==> config.mk <==
export PLATFORM = sky130hd
export DESIGN_NAME = sum_res_ctrl
export DESIGN_NICKNAME = d
export VERILOG_FILES = /design/src/rtl/sum_res_ctrl_pkg.sv /design/src/rtl/sum_res_ctrl_disp_scan.sv /design/src/rtl/sum_res_ctrl.sv
export SDC_FILE = /design/constraint.sdc
export NUM_CORES = 1
export LEC_CHECK = 0
export CAP_MARGIN = 25
export CORE_MARGIN = 1.5
export CORE_UTILIZATION = 45
export DETAILED_ROUTE_END_ITERATION = 16
export PLACE_DENSITY = 0.73
export SETUP_SLACK_MARGIN = 0.1
export SYNTH_ARGS = -nofsm -noshare
export SYNTH_HDL_FRONTEND = slang
export SYNTH_SLANG_ARGS = --single-unit
==> constraint.sdc <==
create_clock -name clk -period 2.3 [get_ports clk]
set_input_delay 0.69 -clock clk [delete_from_list [all_inputs] [get_ports clk]]
set_output_delay 0.69 -clock clk [all_outputs]
set_load 0.02 [all_outputs]
==> src/rtl/sum_res_ctrl_pkg.sv <==
// ---------------------------------------------------------------------------
// sum_res_ctrl_pkg
// Shared definitions for the adder/subtractor sequencing controller and its
// seven-segment scan sub-block: FSM state encoding, special digit codes that
// the downstream BCD-to-7-segment decoder must map, digit count, and a small
// helper for the tens-digit blanking rule.
// ---------------------------------------------------------------------------
package sum_res_ctrl_pkg;

   typedef enum logic [1:0] {
      ST_IDLE = 2'd0,
      ST_EXEC = 2'd1,
      ST_CONV = 2'd2,
      ST_DONE = 2'd3
   } state_t;

   localparam logic [3:0] DIG_BLANK  = 4'hF;
   localparam logic [3:0] DIG_MINUS  = 4'hA;
   localparam int         NUM_DIGITS = 4;

   // Leading-zero suppression for the tens position.
   function automatic logic [3:0] tens_digit(input logic [1:0] tens);
      return (tens == 2'd0) ? DIG_BLANK : {2'b00, tens};
   endfunction

endpackage

==> src/rtl/sum_res_ctrl_disp_scan.sv <==
// ---------------------------------------------------------------------------
// disp_scan
// Free-running multiplexer for a 4-digit display. Each digit stays selected
// for REFRESH_DIV clock cycles; anode enables and the BCD code of the selected
// digit are registered together so they always change on the same edge.
// Ports:
//   clk, rst        : clock, synchronous active-high reset
//   d0..d3          : digit codes (d0 = rightmost, selected first)
//   an  [3:0]       : anode enables, active-low, one-hot-low
//   bcd [3:0]       : code of the currently selected digit
// ---------------------------------------------------------------------------
module disp_scan
   import sum_res_ctrl_pkg::*;
#(
   parameter int REFRESH_DIV = 50000
) (
   input  logic       clk,
   input  logic       rst,
   input  logic [3:0] d0,
   input  logic [3:0] d1,
   input  logic [3:0] d2,
   input  logic [3:0] d3,
   output logic [3:0] an,
   output logic [3:0] bcd
);

   localparam int             CW      = $clog2(REFRESH_DIV);
   localparam logic [CW-1:0]  CNT_MAX = CW'(REFRESH_DIV - 1);

   logic [CW-1:0] cnt_q, cnt_d;
   logic [1:0]    idx_q, idx_d;
   logic [3:0]    an_q, an_d;
   logic [3:0]    bcd_q, bcd_d;
   logic [3:0]    dig [NUM_DIGITS];

   assign dig[0] = d0;
   assign dig[1] = d1;
   assign dig[2] = d2;
   assign dig[3] = d3;

   always_comb begin
      cnt_d = cnt_q + 1'b1;
      idx_d = idx_q;
      if (cnt_q == CNT_MAX) begin
         cnt_d = '0;
         idx_d = idx_q + 2'd1;
      end
   end

   // Outputs are loaded from the next index so anode and code move together
   // on the wrap edge and each slot lasts exactly REFRESH_DIV cycles.
   genvar gi;
   generate
      for (gi = 0; gi < NUM_DIGITS; gi++) begin : g_an
         assign an_d[gi] = (idx_d != 2'(gi));
      end
   endgenerate

   assign bcd_d = dig[idx_d];

   always_ff @(posedge clk) begin
      if (rst) begin
         cnt_q <= '0;
         idx_q <= 2'd0;
         an_q  <= 4'b1110;
         bcd_q <= 4'd0;
      end else begin
         cnt_q <= cnt_d;
         idx_q <= idx_d;
         an_q  <= an_d;
         bcd_q <= bcd_d;
      end
   end

   assign an  = an_q;
   assign bcd = bcd_q;

endmodule

==> src/rtl/sum_res_ctrl.sv <==
// ---------------------------------------------------------------------------
// sum_res_ctrl
// Sequencer for an external shared 4-bit adder/subtractor and a 4-digit
// seven-segment display. A rising edge on start latches the operands, one
// cycle lets the datapath settle, the signed result is captured and split
// into sign + tens + ones by repeated subtraction of 10, and the display
// registers are loaded in one step while done pulses.
// Ports:
//   clk, rst            : clock, synchronous active-high reset
//   start, A, B, Sel    : request edge, unsigned operands, 0=add 1=sub
//   alu_a/alu_b/alu_sel : latched operands to the shared datapath
//   alu_s, alu_co       : datapath sum and carry (sub: co=1 means A>=B)
//   busy, done          : operation in flight, one-cycle completion pulse
//   bcd, an             : multiplexed digit code, active-low anode enables
// ---------------------------------------------------------------------------
module sum_res_ctrl
   import sum_res_ctrl_pkg::*;
#(
   parameter int REFRESH_DIV = 50000
) (
   input  logic       clk,
   input  logic       rst,
   input  logic       start,
   input  logic [3:0] A,
   input  logic [3:0] B,
   input  logic       Sel,
   output logic [3:0] alu_a,
   output logic [3:0] alu_b,
   output logic       alu_sel,
   input  logic [3:0] alu_s,
   input  logic       alu_co,
   output logic       busy,
   output logic       done,
   output logic [3:0] bcd,
   output logic [3:0] an
);

   state_t     state_q, state_d;
   logic       start_prev_q, start_prev_d;
   logic [3:0] alu_a_q, alu_a_d, alu_b_q, alu_b_d;
   logic       alu_sel_q, alu_sel_d;
   logic [4:0] mag_q, mag_d;
   logic [1:0] tens_q, tens_d;
   logic       neg_q, neg_d;
   logic       busy_q, busy_d, done_q, done_d;
   logic [3:0] d0_q, d0_d, d1_q, d1_d, d2_q, d2_d, d3_q, d3_d;

   always_comb begin
      state_d      = state_q;
      start_prev_d = start;
      alu_a_d      = alu_a_q;
      alu_b_d      = alu_b_q;
      alu_sel_d    = alu_sel_q;
      mag_d        = mag_q;
      tens_d       = tens_q;
      neg_d        = neg_q;
      d0_d         = d0_q;
      d1_d         = d1_q;
      d2_d         = d2_q;
      d3_d         = d3_q;

      case (state_q)
         ST_IDLE: begin
            // Only a fresh edge seen in IDLE is accepted; edges while busy
            // are dropped rather than queued.
            if (start && !start_prev_q) begin
               alu_a_d   = A;
               alu_b_d   = B;
               alu_sel_d = Sel;
               state_d   = ST_EXEC;
            end
         end
         ST_EXEC: begin
            if (!alu_sel_q) begin
               mag_d = {alu_co, alu_s};
               neg_d = 1'b0;
            end else if (alu_co) begin
               mag_d = {1'b0, alu_s};
               neg_d = 1'b0;
            end else begin
               // Borrow: the datapath holds A-B mod 16, so negate it back.
               mag_d = {1'b0, 4'(~alu_s + 4'd1)};
               neg_d = 1'b1;
            end
            tens_d  = 2'd0;
            state_d = ST_CONV;
         end
         ST_CONV: begin
            if (mag_q >= 5'd10) begin
               mag_d  = mag_q - 5'd10;
               tens_d = tens_q + 2'd1;
            end else begin
               d0_d    = mag_q[3:0];
               d1_d    = tens_digit(tens_q);
               d2_d    = DIG_BLANK;
               d3_d    = (neg_q && (mag_q != 5'd0 || tens_q != 2'd0)) ? DIG_MINUS : DIG_BLANK;
               state_d = ST_DONE;
            end
         end
         ST_DONE: begin
            state_d = ST_IDLE;
         end
         default: state_d = ST_IDLE;
      endcase

      busy_d = (state_d != ST_IDLE);
      done_d = (state_d == ST_DONE);
   end

   always_ff @(posedge clk) begin
      if (rst) begin
         state_q      <= ST_IDLE;
         start_prev_q <= 1'b0;
         alu_a_q      <= 4'd0;
         alu_b_q      <= 4'd0;
         alu_sel_q    <= 1'b0;
         mag_q        <= 5'd0;
         tens_q       <= 2'd0;
         neg_q        <= 1'b0;
         busy_q       <= 1'b0;
         done_q       <= 1'b0;
         d0_q         <= 4'd0;
         d1_q         <= DIG_BLANK;
         d2_q         <= DIG_BLANK;
         d3_q         <= DIG_BLANK;
      end else begin
         state_q      <= state_d;
         start_prev_q <= start_prev_d;
         alu_a_q      <= alu_a_d;
         alu_b_q      <= alu_b_d;
         alu_sel_q    <= alu_sel_d;
         mag_q        <= mag_d;
         tens_q       <= tens_d;
         neg_q        <= neg_d;
         busy_q       <= busy_d;
         done_q       <= done_d;
         d0_q         <= d0_d;
         d1_q         <= d1_d;
         d2_q         <= d2_d;
         d3_q         <= d3_d;
      end
   end

   assign alu_a   = alu_a_q;
   assign alu_b   = alu_b_q;
   assign alu_sel = alu_sel_q;
   assign busy    = busy_q;
   assign done    = done_q;

   disp_scan #(
      .REFRESH_DIV (REFRESH_DIV)
   ) u_scan (
      .clk (clk),
      .rst (rst),
      .d0  (d0_q),
      .d1  (d1_q),
      .d2  (d2_q),
      .d3  (d3_q),
      .an  (an),
      .bcd (bcd)
   );

endmodule

==> impl_metrics.csv, run 1 <==
group,metric,value,unit
cts,cts_hold_buf,0,
worst_setup_path,ff2ff_path_depth,5,
worst_setup_path,worst_path_max_delay_cell,"clkdlybuf4s50_1",
grt,grt_pass1_vias,1901,
logic_synthesis,ys_seq_elements,56,
worst_setup_path,worst-path-max-fanout,6,
cts,post_cts_resized,0,
layout,fin_nets,339,
logic_synthesis,syn_avg_cell_area,9.183,µm²
power,netSwitchingFraction,30.52,%
cts,cts.path.max_buffers,2,
logic_synthesis,synthesis.nets,304,
routing,wl_per_cell,12.54,µm
logic_synthesis,ys_types,51,
layout,fin_area,3063,µm²
timing,worst_slew_pin_slew,0.8322,ns
timing,rsz0062_at_grt,"no",
cts,path_clk_slew,0.09,ns
logic_synthesis,ys_seq_area_share,44.07,%
worst_setup_path,criticalPathCategory,"reg -> out",
placed_design,dpl.cell_count,377,
logic_synthesis,syn_inst,277,
worst_setup_path,crit_path_end,"alu_sel",
die,die_x,78.19,µm
layout,fin_util,55.97,%
die,chipHeight,78.19,µm
die,start_util,46.48,%
cts,cts_sinks,56,
timing,post-route-period-util,90.69,%
layout,final_cells,383,
run_status,outcome,"complete, no violations",
worst_setup_path,critPathLaunch,"alu_sel",
routing,drc,0,
worst_setup_path,crit_buf_inv,1,
worst_setup_path,crit_path_start_kind,"flip-flop",
cts,cts_tree,"yes",
logic_synthesis,ys.flop_type,"dfxtp_1",
timing,finalClockSkew,0.004405,ns
timing,finalMaxSlewViolations,0,
worst_setup_path,path_cells,"clkdlybuf4s50_1",
power,seq_power_share,47.4,%
grt,grt_pass1_wl,8.452,mm
worst_setup_path,r2r-end,"u_scan.bcd[3]",
die,io_pins,36,
grt,grt_overflow,0,
hold_path,hp-class,"reg -> reg",
power,p_clk_share,24.0,%
power,intPower,1.728,mW
cts,cts_made_buffers,5,
timing,finalSetupViolCount,0,
power,p_per_area,812.1,nW/µm²
power,ir_drop,0.5098,mV
grt,track_usage,17.18,%
worst_setup_path,max_stage_delay,0.65,ns
worst_setup_path,ff2ff_setup_slack,0.26,ns
cts,cts_setup_buffers,0,
worst_setup_path,r2r_start,"u_scan.cnt_q[12]",
grt,grt_max_degree,34,
logic_synthesis,synth_edf_count,0,
power,p_leak,1.202,nW
die,die_area,6113,µm²
die,coreArea,5473,µm²
placed_design,io_buffers,35,
worst_setup_path,crit_cells,1,
power,p_sw,0.7592,mW
timing,final_hold_viol_count,0,
worst_setup_path,cp.arrival,1.40,ns
timing,fin_setup_tns,0,ns
timing,max_slew_margin,43.79,%
flow_run,max_cap_violations,0,
layout,drive_above_1_share,7.074,%
logic_synthesis,yosysWarnings,0,
worst_setup_path,end_kind,"output pin",
power,total_power,2.487,mW
routing,drtIter0Drc,110,
routing,dr.pass1.iters,4,
grt,antenna_found_initial,0,
placed_design,post_dp_cell_area,2964,µm²
timing,max_clock_freq,479.4,MHz
placed_design,gp_congestion,0.8049,
die,rows,27,
worst_setup_path,cp_data_required_time,1.61,ns
layout,layout_common_cells,"56 x dfxtp_1, 39 x nor2_1, 35 x clkdlybuf4s50_1, 15 x mux2i_1, 14 x nand2_1",
layout,layout_commonest_cell,"dfxtp_1",
logic_synthesis,synth_area,2544,µm²
routing,vias_per_cell,5.277,
timing,finalCriticalPeriod,2.086,ns
worst_setup_path,path_delay_family,"buffers and inverters",
routing,routed_wl,4.802,mm
cts,htreeDepth,2,
layout,syn_to_final_growth,20.41,%
layout,diodes,0,
placed_design,dpl.hpwl,3.422,mm
routing,num_vias,2021,
cts,clk_latency,0.30,ns
routing,drtAntennaViolNets,0,
cts,root_buffer,"clkbuf_8",
power,pwr-share-comb,28.6,%
logic_synthesis,async_reset_ff_share,0,%
-- worst register-to-register path, stage by stage, from the launching register on --
cell and delay, ns:
dfxtp_1 0.37, or4_4 0.54, nor4_2 0.27, buf_4 0.22
mux2_2 0.37, a211oi_1 0.21
-- state kept, by name, indices dropped and copies added (netlist names), 2 cells and up --
signal / flops
alu_a: 4
d0_q: 4
u_scan.bcd: 4
alu_b: 4
u_scan.idx_q: 2
u_scan.an: 4
tens_q: 2
mag_q: 5
d1_q: 3
state_q: 2
u_scan.cnt_q: 16
-- metal layers --
metal  part of all wire [%]  GRT usage (%)
met5                      0              0
met4                    1.2          4.821
met3                    4.7          4.651
met2                     46          29.04
met1                     48          21.46
-- logic make-up (layout without fill, tap and decap cells) --
family                   after synthesis  count (layout)  share of synthesized area [%]
XOR/XNOR                              14              14                          4.820
adder cells (fa/ha/maj)               10              10                          4.919
AO/OA/AOI/OAI                         41              41                          10.72
multiplexers                          19              19                          7.673
AND/OR/NAND/NOR                      110             110                          23.17
buffers and inverters                 27              61                          4.624
flip-flops                            56              56                          44.07
-- Yosys cell counts, types with 4 or more instances --
| cell type | instances | area, µm² |
|---|---|---|
| mux2_2 | 4 | 45.04 |
| ha_1 | 10 | 125.1 |
| nand3_1 | 8 | 40.04 |
| mux2i_1 | 15 | 150.1 |
| inv_1 | 13 | 48.80 |
| nor2_1 | 39 | 146.4 |
| nor2b_1 | 7 | 43.79 |
| xor2_1 | 10 | 87.58 |
| o31ai_1 | 4 | 30.03 |
| a21oi_1 | 10 | 50.05 |
| dfxtp_1 | 56 | 1121 |
| nand2_1 | 14 | 52.55 |
| o21ai_0 | 6 | 30.03 |
| xnor2_1 | 4 | 35.03 |
| or3_1 | 5 | 31.28 |
| clkbuf_1 | 7 | 26.28 |
| nand2b_1 | 5 | 31.28 |
-- per-stage QoR --
stage | hold slack, ns | setup slack, ns
after floorplan | 0.4260 | 0.3080
after global placement | 0.4473 | 0.1577
after detailed placement | 0.4634 | 0.06859
after CTS | 0.4850 | 0.1980
after global routing | 0.5115 | 0.1278
final | 0.4805 | 0.2140
-- how the worst min path moves through the flow --
stage | from | endpoint | depth (start not counted)
after CTS | u_scan.cnt_q[0] | u_scan.cnt_q[0] | 1
after detailed placement | u_scan.cnt_q[0] | u_scan.cnt_q[0] | 1
after global placement | u_scan.cnt_q[0] | u_scan.cnt_q[0] | 1
final | u_scan.cnt_q[0] | u_scan.cnt_q[0] | 1
after floorplan | u_scan.cnt_q[0] | u_scan.cnt_q[0] | 1
after global routing | u_scan.cnt_q[0] | u_scan.cnt_q[0] | 1
-- power by group through the flow --
stage,Sequential (mW),Clock [mW],Combinational [mW]
floorplan,1.22,0,0.456
global placement,1.20,0,0.710
detailed placement,1.20,0,0.713
CTS,1.18,0.616,0.716
global route,1.20,0.654,0.796
finish,1.18,0.598,0.710
-- area by class of cell --
cell class | instances | area (µm²)
Fill cell | 494 | 2410
Multi-Input combinational cell | 194 | 1305
Sequential cell | 56 | 1121
Timing Repair Buffer | 41 | 395.4
Tap cell | 72 | 90.09
Clock buffer | 5 | 68.82
Inverter | 14 | 52.55
Clock inverter | 1 | 30.03
Note: power is estimated with default switching activity, not from simulation.
==> run 2, diff against run 1 <==
- CORE_UTILIZATION: 45 -> 40
- PLACE_DENSITY: 0.73 -> 0.67
==> run 2 against run 1 <==
Against the previous run:
- final cell count up 1.6%
- highest routed layer unchanged
- non-clock buffer count up 1
- sequential power about the same
- hold slack worse by 0.0090 ns
- critical path depth up 4
- via count up 1.7%
==> impl_metrics.csv, run 2 (synthesis results as in run 1) <==
group,metric,value,unit
run_status,outcome,"complete, no violations",
layout,multi_input_area,1305,µm²
worst_setup_path,worst-path-max-fanout,11,
worst_setup_path,criticalPathCategory,"reg -> reg",
cts,cts_made_buffers,5,
die,start_util,42.21,%
placed_design,dpl.hpwl,3.546,mm
grt,grt_pass1_vias,1959,
grt,antenna_found_initial,0,
timing,finalCriticalPeriod,2.062,ns
die,die_area,6847,µm²
hold_path,worstHoldPathCells,1,
cts,cts_setup_buffers,0,
worst_setup_path,crit_path_start_kind,"flip-flop",
power,p_leak,1.221,nW
cts,cts.path.max_buffers,2,
layout,top_register,"u_scan.cnt_q",
layout,layout_commonest_cell,"dfxtp_1",
routing,num_vias,2056,
hold_path,hp-class,"reg -> reg",
timing,finalClockSkew,0.01208,ns
power,p_per_area,836.6,nW/µm²
placed_design,gp_congestion,0.8495,
die,io_pins,36,
layout,fin_area,3102,µm²
worst_setup_path,max_stage_delay,0.54,ns
flow_run,max_cap_violations,0,
routing,routed_wl,4.853,mm
worst_setup_path,cp.arrival,2.27,ns
routing,dr.pass1.iters,4,
worst_setup_path,path_cells,"or4_4 -> nor4_2 -> buf_4 -> mux2_2 -> a211oi_1",
cts,root_buffer,"clkbuf_8",
layout,largestRegisters,"u_scan.cnt_q: 16 flops, mag_q: 5 flops",
die,chipHeight,82.75,µm
cts,path_clk_slew,0.10,ns
routing,drtIter0Drc,188,
layout,drive_above_1_share,7.962,%
cts,htreeDepth,2,
layout,layout_common_cells,"56 x dfxtp_1, 39 x nor2_1, 35 x clkdlybuf4s50_1, 15 x mux2i_1, 14 x nand2_1",
layout,largest_register_ffs,16,
layout,fin_util,51.47,%
routing,wl_per_cell,12.48,µm
timing,max_slew_margin,36.69,%
layout,fin_nets,340,
timing,holdWs,0.4714,ns
grt,track_usage,15.91,%
timing,worst_slack,0.2383,ns
die,rows,28,
die,die_x,82.75,µm
layout,nFillCells,583,
cts,post_cts_resized,0,
grt,grt_pass1_wl,8.549,mm
layout,final-seq-area,1121,µm²
die,coreArea,6026,µm²
worst_setup_path,end_kind,"flip-flop",
placed_design,io_buffers,35,
timing,rsz0062_at_grt,"no",
cts,cts_tree,"yes",
timing,final_hold_viol_count,0,
worst_setup_path,cp_data_required_time,2.50,ns
timing,fin_setup_tns,0,ns
routing,vias_per_cell,5.285,
worst_setup_path,ff2ff_path_depth,5,
timing,post-route-period-util,89.64,%
cts,clk_latency,0.30,ns
cts,cts_hold_buf,0,
layout,diodes,0,
timing,worst_slew_pin_slew,0.9374,ns
layout,syn_to_final_growth,21.94,%
routing,drc,0,
placed_design,dp_slack,0.1127,ns
routing,drtAntennaViolNets,0,
grt,grt_overflow,0,
grt,grt_max_degree,19,
power,ir_drop,0.4611,mV
timing,max_clock_freq,485.0,MHz
timing,finalSetupViolCount,0,
worst_setup_path,worst_path_max_delay_cell,"or4_4",
timing,finalMaxSlewViolations,0,
cts,cts_sinks,56,
placed_design,post_dp_cell_area,2975,µm²
==> run 2: changes by cell type in the layout (fill, tap and decap cells not counted) <==
cell	delta
clkbuf_8	+2
buf_4	+1
==> run 2: where the power goes <==
group / internal, mW / switching [mW]
registers: 1.09 / 0.0853
logic: 0.336 / 0.400
clock network: 0.385 / 0.303
==> run 2: area by class of cell <==
cell class | instances | area share (%)
Tap cell | 75 | 3.025
Sequential cell | 56 | 36.14
Inverter | 14 | 1.694
Clock inverter | 1 | 0.9681
Multi-Input combinational cell | 194 | 42.07
Clock buffer | 7 | 3.106
Timing Repair Buffer | 42 | 12.99
==> run 2: final timing paths <==
check / startpoint / end / slack (ns)
min reg2reg: u_scan.cnt_q[0] / u_scan.cnt_q[0] / 0.47
max reg2reg: u_scan.cnt_q[12] / u_scan.bcd[3] / 0.24
min: u_scan.cnt_q[0] / u_scan.cnt_q[0] / 0.47
max: u_scan.cnt_q[12] / u_scan.bcd[3] / 0.24
==> run 2: per-layer routing <==
layer	global-route usage [%]	up-vias	wire (µm)
li1	-	1042	-
met1	20.22	962	2376
met2	26.91	48	2164
met3	3.736	4	263
met4	4.333	0	48
met5	0	-	0
==> run 2: critical path: cells and delay by family, from the launching register on <==
kind / cells / cell delay, ns
buffers and inverters: 1 / 0.22
AOI/OAI and AO/OA: 1 / 0.23
and+or+nand+nor: 2 / 0.79
DFF: 1 / 0.37
muxes: 1 / 0.36
==> run 2: metrics by stage <==
stage,std cells,power (mW)
final,389,2.595
after global routing,389,2.758
after CTS,389,2.624
after detailed placement,381,1.933
after global placement,381,1.920
after floorplan,277,1.680
==> run 3, diff against run 2 <==
- GPL_TIMING_DRIVEN: default -> 0
==> run 3 against run 2 <==
Against the previous run:
- global-route usage grew 0.063 points
- sequential share of layout area grew 0.058 points
- die area unchanged
- flip-flop and latch count unchanged
- register-to-register slack got worse by 0.03 ns
- critical path type unchanged
- largest cell class unchanged
==> impl_metrics.csv, run 3 (synthesis results as in run 1) <==
group,metric,value,unit
layout,diodes,0,
layout,top_register,"u_scan.cnt_q",
power,p_per_area,788.3,nW/µm²
die,die_area,6847,µm²
grt,grt_pass1_vias,1873,
timing,worst_slack,0.2074,ns
worst_setup_path,cp.arrival,2.30,ns
routing,num_vias,2050,
cts,cts_sinks,56,
routing,drtAntennaViolNets,0,
layout,fin_area,3097,µm²
layout,drive_above_1_share,7.813,%
cts,htreeDepth,2,
layout,nFillCells,593,
timing,max_slew_margin,37.96,%
power,p_leak,1.208,nW
worst_setup_path,ff2ff_path_depth,5,
worst_setup_path,cp_data_required_time,2.51,ns
grt,grt_pass1_wl,8.411,mm
flow_run,max_cap_violations,0,
worst_setup_path,worst_path_max_delay_cell,"or4_4",
worst_setup_path,crit_path_end,"u_scan.bcd[1]",
worst_setup_path,r2r-end,"u_scan.bcd[1]",
placed_design,dpl.cell_count,387,
grt,grt_overflow,0,
die,coreArea,6026,µm²
layout,multi_input_area,1319,µm²
worst_setup_path,max_stage_delay,0.56,ns
layout,fin_nets,346,
timing,rsz0062_at_grt,"no",
timing,finalMaxSlewViolations,0,
timing,finalCriticalPeriod,2.093,ns
grt,grt_max_degree,17,
cts,root_buffer,"clkbuf_8",
worst_setup_path,path_common_cell,"or4_4",
run_status,outcome,"complete, no violations",
cts,cts_tree,"yes",
cts,cts.path.max_buffers,2,
routing,routed_wl,5.099,mm
hold_path,hp-class,"reg -> reg",
routing,drc,0,
timing,fin_setup_tns,0,ns
routing,drtIter0Drc,127,
timing,finalSetupViolCount,0,
worst_setup_path,critPathLaunch,"u_scan.cnt_q[12]",
routing,dr.pass1.iters,4,
layout,layout_commonest_cell,"dfxtp_1",
die,chipHeight,82.75,µm
die,io_pins,36,
worst_setup_path,crit_path_start_kind,"flip-flop",
worst_setup_path,worst-path-max-fanout,8,
worst_setup_path,end_kind,"flip-flop",
cts,clk_latency,0.31,ns
cts,cts_setup_buffers,0,
timing,post-route-period-util,90.98,%
power,ir_drop,0.4166,mV
worst_setup_path,criticalPathCategory,"reg -> reg",
timing,finalClockSkew,0.009647,ns
die,start_util,42.21,%
worst_setup_path,r2r_start,"u_scan.cnt_q[12]",
layout,final_cells,395,
routing,vias_per_cell,5.190,
placed_design,io_buffers,35,
placed_design,dpl.hpwl,3.693,mm
cts,cts_hold_buf,0,
placed_design,dp_slack,-0.2560,ns
timing,max_clock_freq,477.9,MHz
cts,cts_made_buffers,5,
die,rows,28,
grt,track_usage,15.97,%
die,die_x,82.75,µm
placed_design,gp_congestion,0.8262,
timing,worst_slew_pin_slew,0.9186,ns
grt,antenna_found_initial,0,
cts,path_clk_slew,0.10,ns
routing,wl_per_cell,12.91,µm
layout,layout_common_cells,"56 x dfxtp_1, 39 x nor2_1, 35 x clkdlybuf4s50_1, 15 x mux2i_1, 14 x nand2_1",
layout,largest_register_ffs,16,
layout,largestRegisters,"u_scan.cnt_q: 16 flops, mag_q: 5 flops",
placed_design,post_dp_cell_area,2988,µm²
layout,final-seq-area,1121,µm²
timing,final_hold_viol_count,0,
layout,syn_to_final_growth,21.74,%
worst_setup_path,ff2ff_setup_slack,0.21,ns
worst_setup_path,path_cells,"or4_4 -> or4_4 -> buf_6 -> o31a_1 -> o311a_1",
## run 3: cell count changes in the layout (fill, tap and decap cells not counted), moves of 2 or more
cell      before  now
clkbuf_1       0    6
buf_4          7    2
buf_2          0    2
clkinv_2       0    2
## run 3: cell type report
class,count,share of cell area (%)
multi-input combinational,194,42.59
clock buffer,6,2.667
buffer,13,2.182
tap,75,3.030
timing repair buffer,35,11.31
inverter,14,1.697
sequential,56,36.20
clock inverter,2,0.3232
## run 3: where the power goes
part	leakage [nW]	total [mW]	switching [mW]	internal (mW)
sequential	0.455	1.18	0.0930	1.09
clock	0.0510	0.547	0.305	0.241
combinational	0.702	0.716	0.390	0.326
## run 3: routing by layer
layer	GRT usage, %	share of wire, %
met1	20.17	50
met4	4.500	0.84
met5	0	0
met3	4.945	4.7
met2	26.18	44
## run 3: per-stage QoR
stage | hold WS [ns] | util, % | total power, mW
2_1_floorplan | 0.4260 | - | 1.680
3_3_place_gp | 0.4441 | 49.58 | 1.903
3_5_place_dp | 0.4551 | 49.58 | 1.915
4_1_cts | 0.4778 | 51.14 | 2.465
5_1_grt | 0.5107 | 51.39 | 2.596
6_report | 0.4750 | 51.39 | 2.441
## run 3: timing repair
item | in CTS | in global routing
cloned | 0 | 0
resized for setup | 1 | 4
endpoints found under the hold margin | 0 | 0
setup endpoints to repair | 9 | 14
## run 3: worst min-delay path by stage
stage	from	endpoint	slack [ns]	cells after the start
floorplan	u_scan.cnt_q[0]	u_scan.cnt_q[0]	0.43	1
global placement	u_scan.cnt_q[0]	u_scan.cnt_q[0]	0.44	1
detailed placement	u_scan.cnt_q[0]	u_scan.cnt_q[0]	0.46	1
CTS	u_scan.cnt_q[0]	u_scan.cnt_q[0]	0.48	1
global route	u_scan.cnt_q[0]	u_scan.cnt_q[0]	0.51	1
finish	u_scan.cnt_q[0]	u_scan.cnt_q[0]	0.48	1
## run 3: critical path, delay by kind of cell, from the launching register on
| family | cells | cell delay (ns) |
|---|---|---|
| DFF | 1 | 0.37 |
| buffers and inverters | 1 | 0.15 |
| AOI/OAI and AO/OA | 2 | 0.39 |
| and+or+nand+nor | 2 | 1.09 |
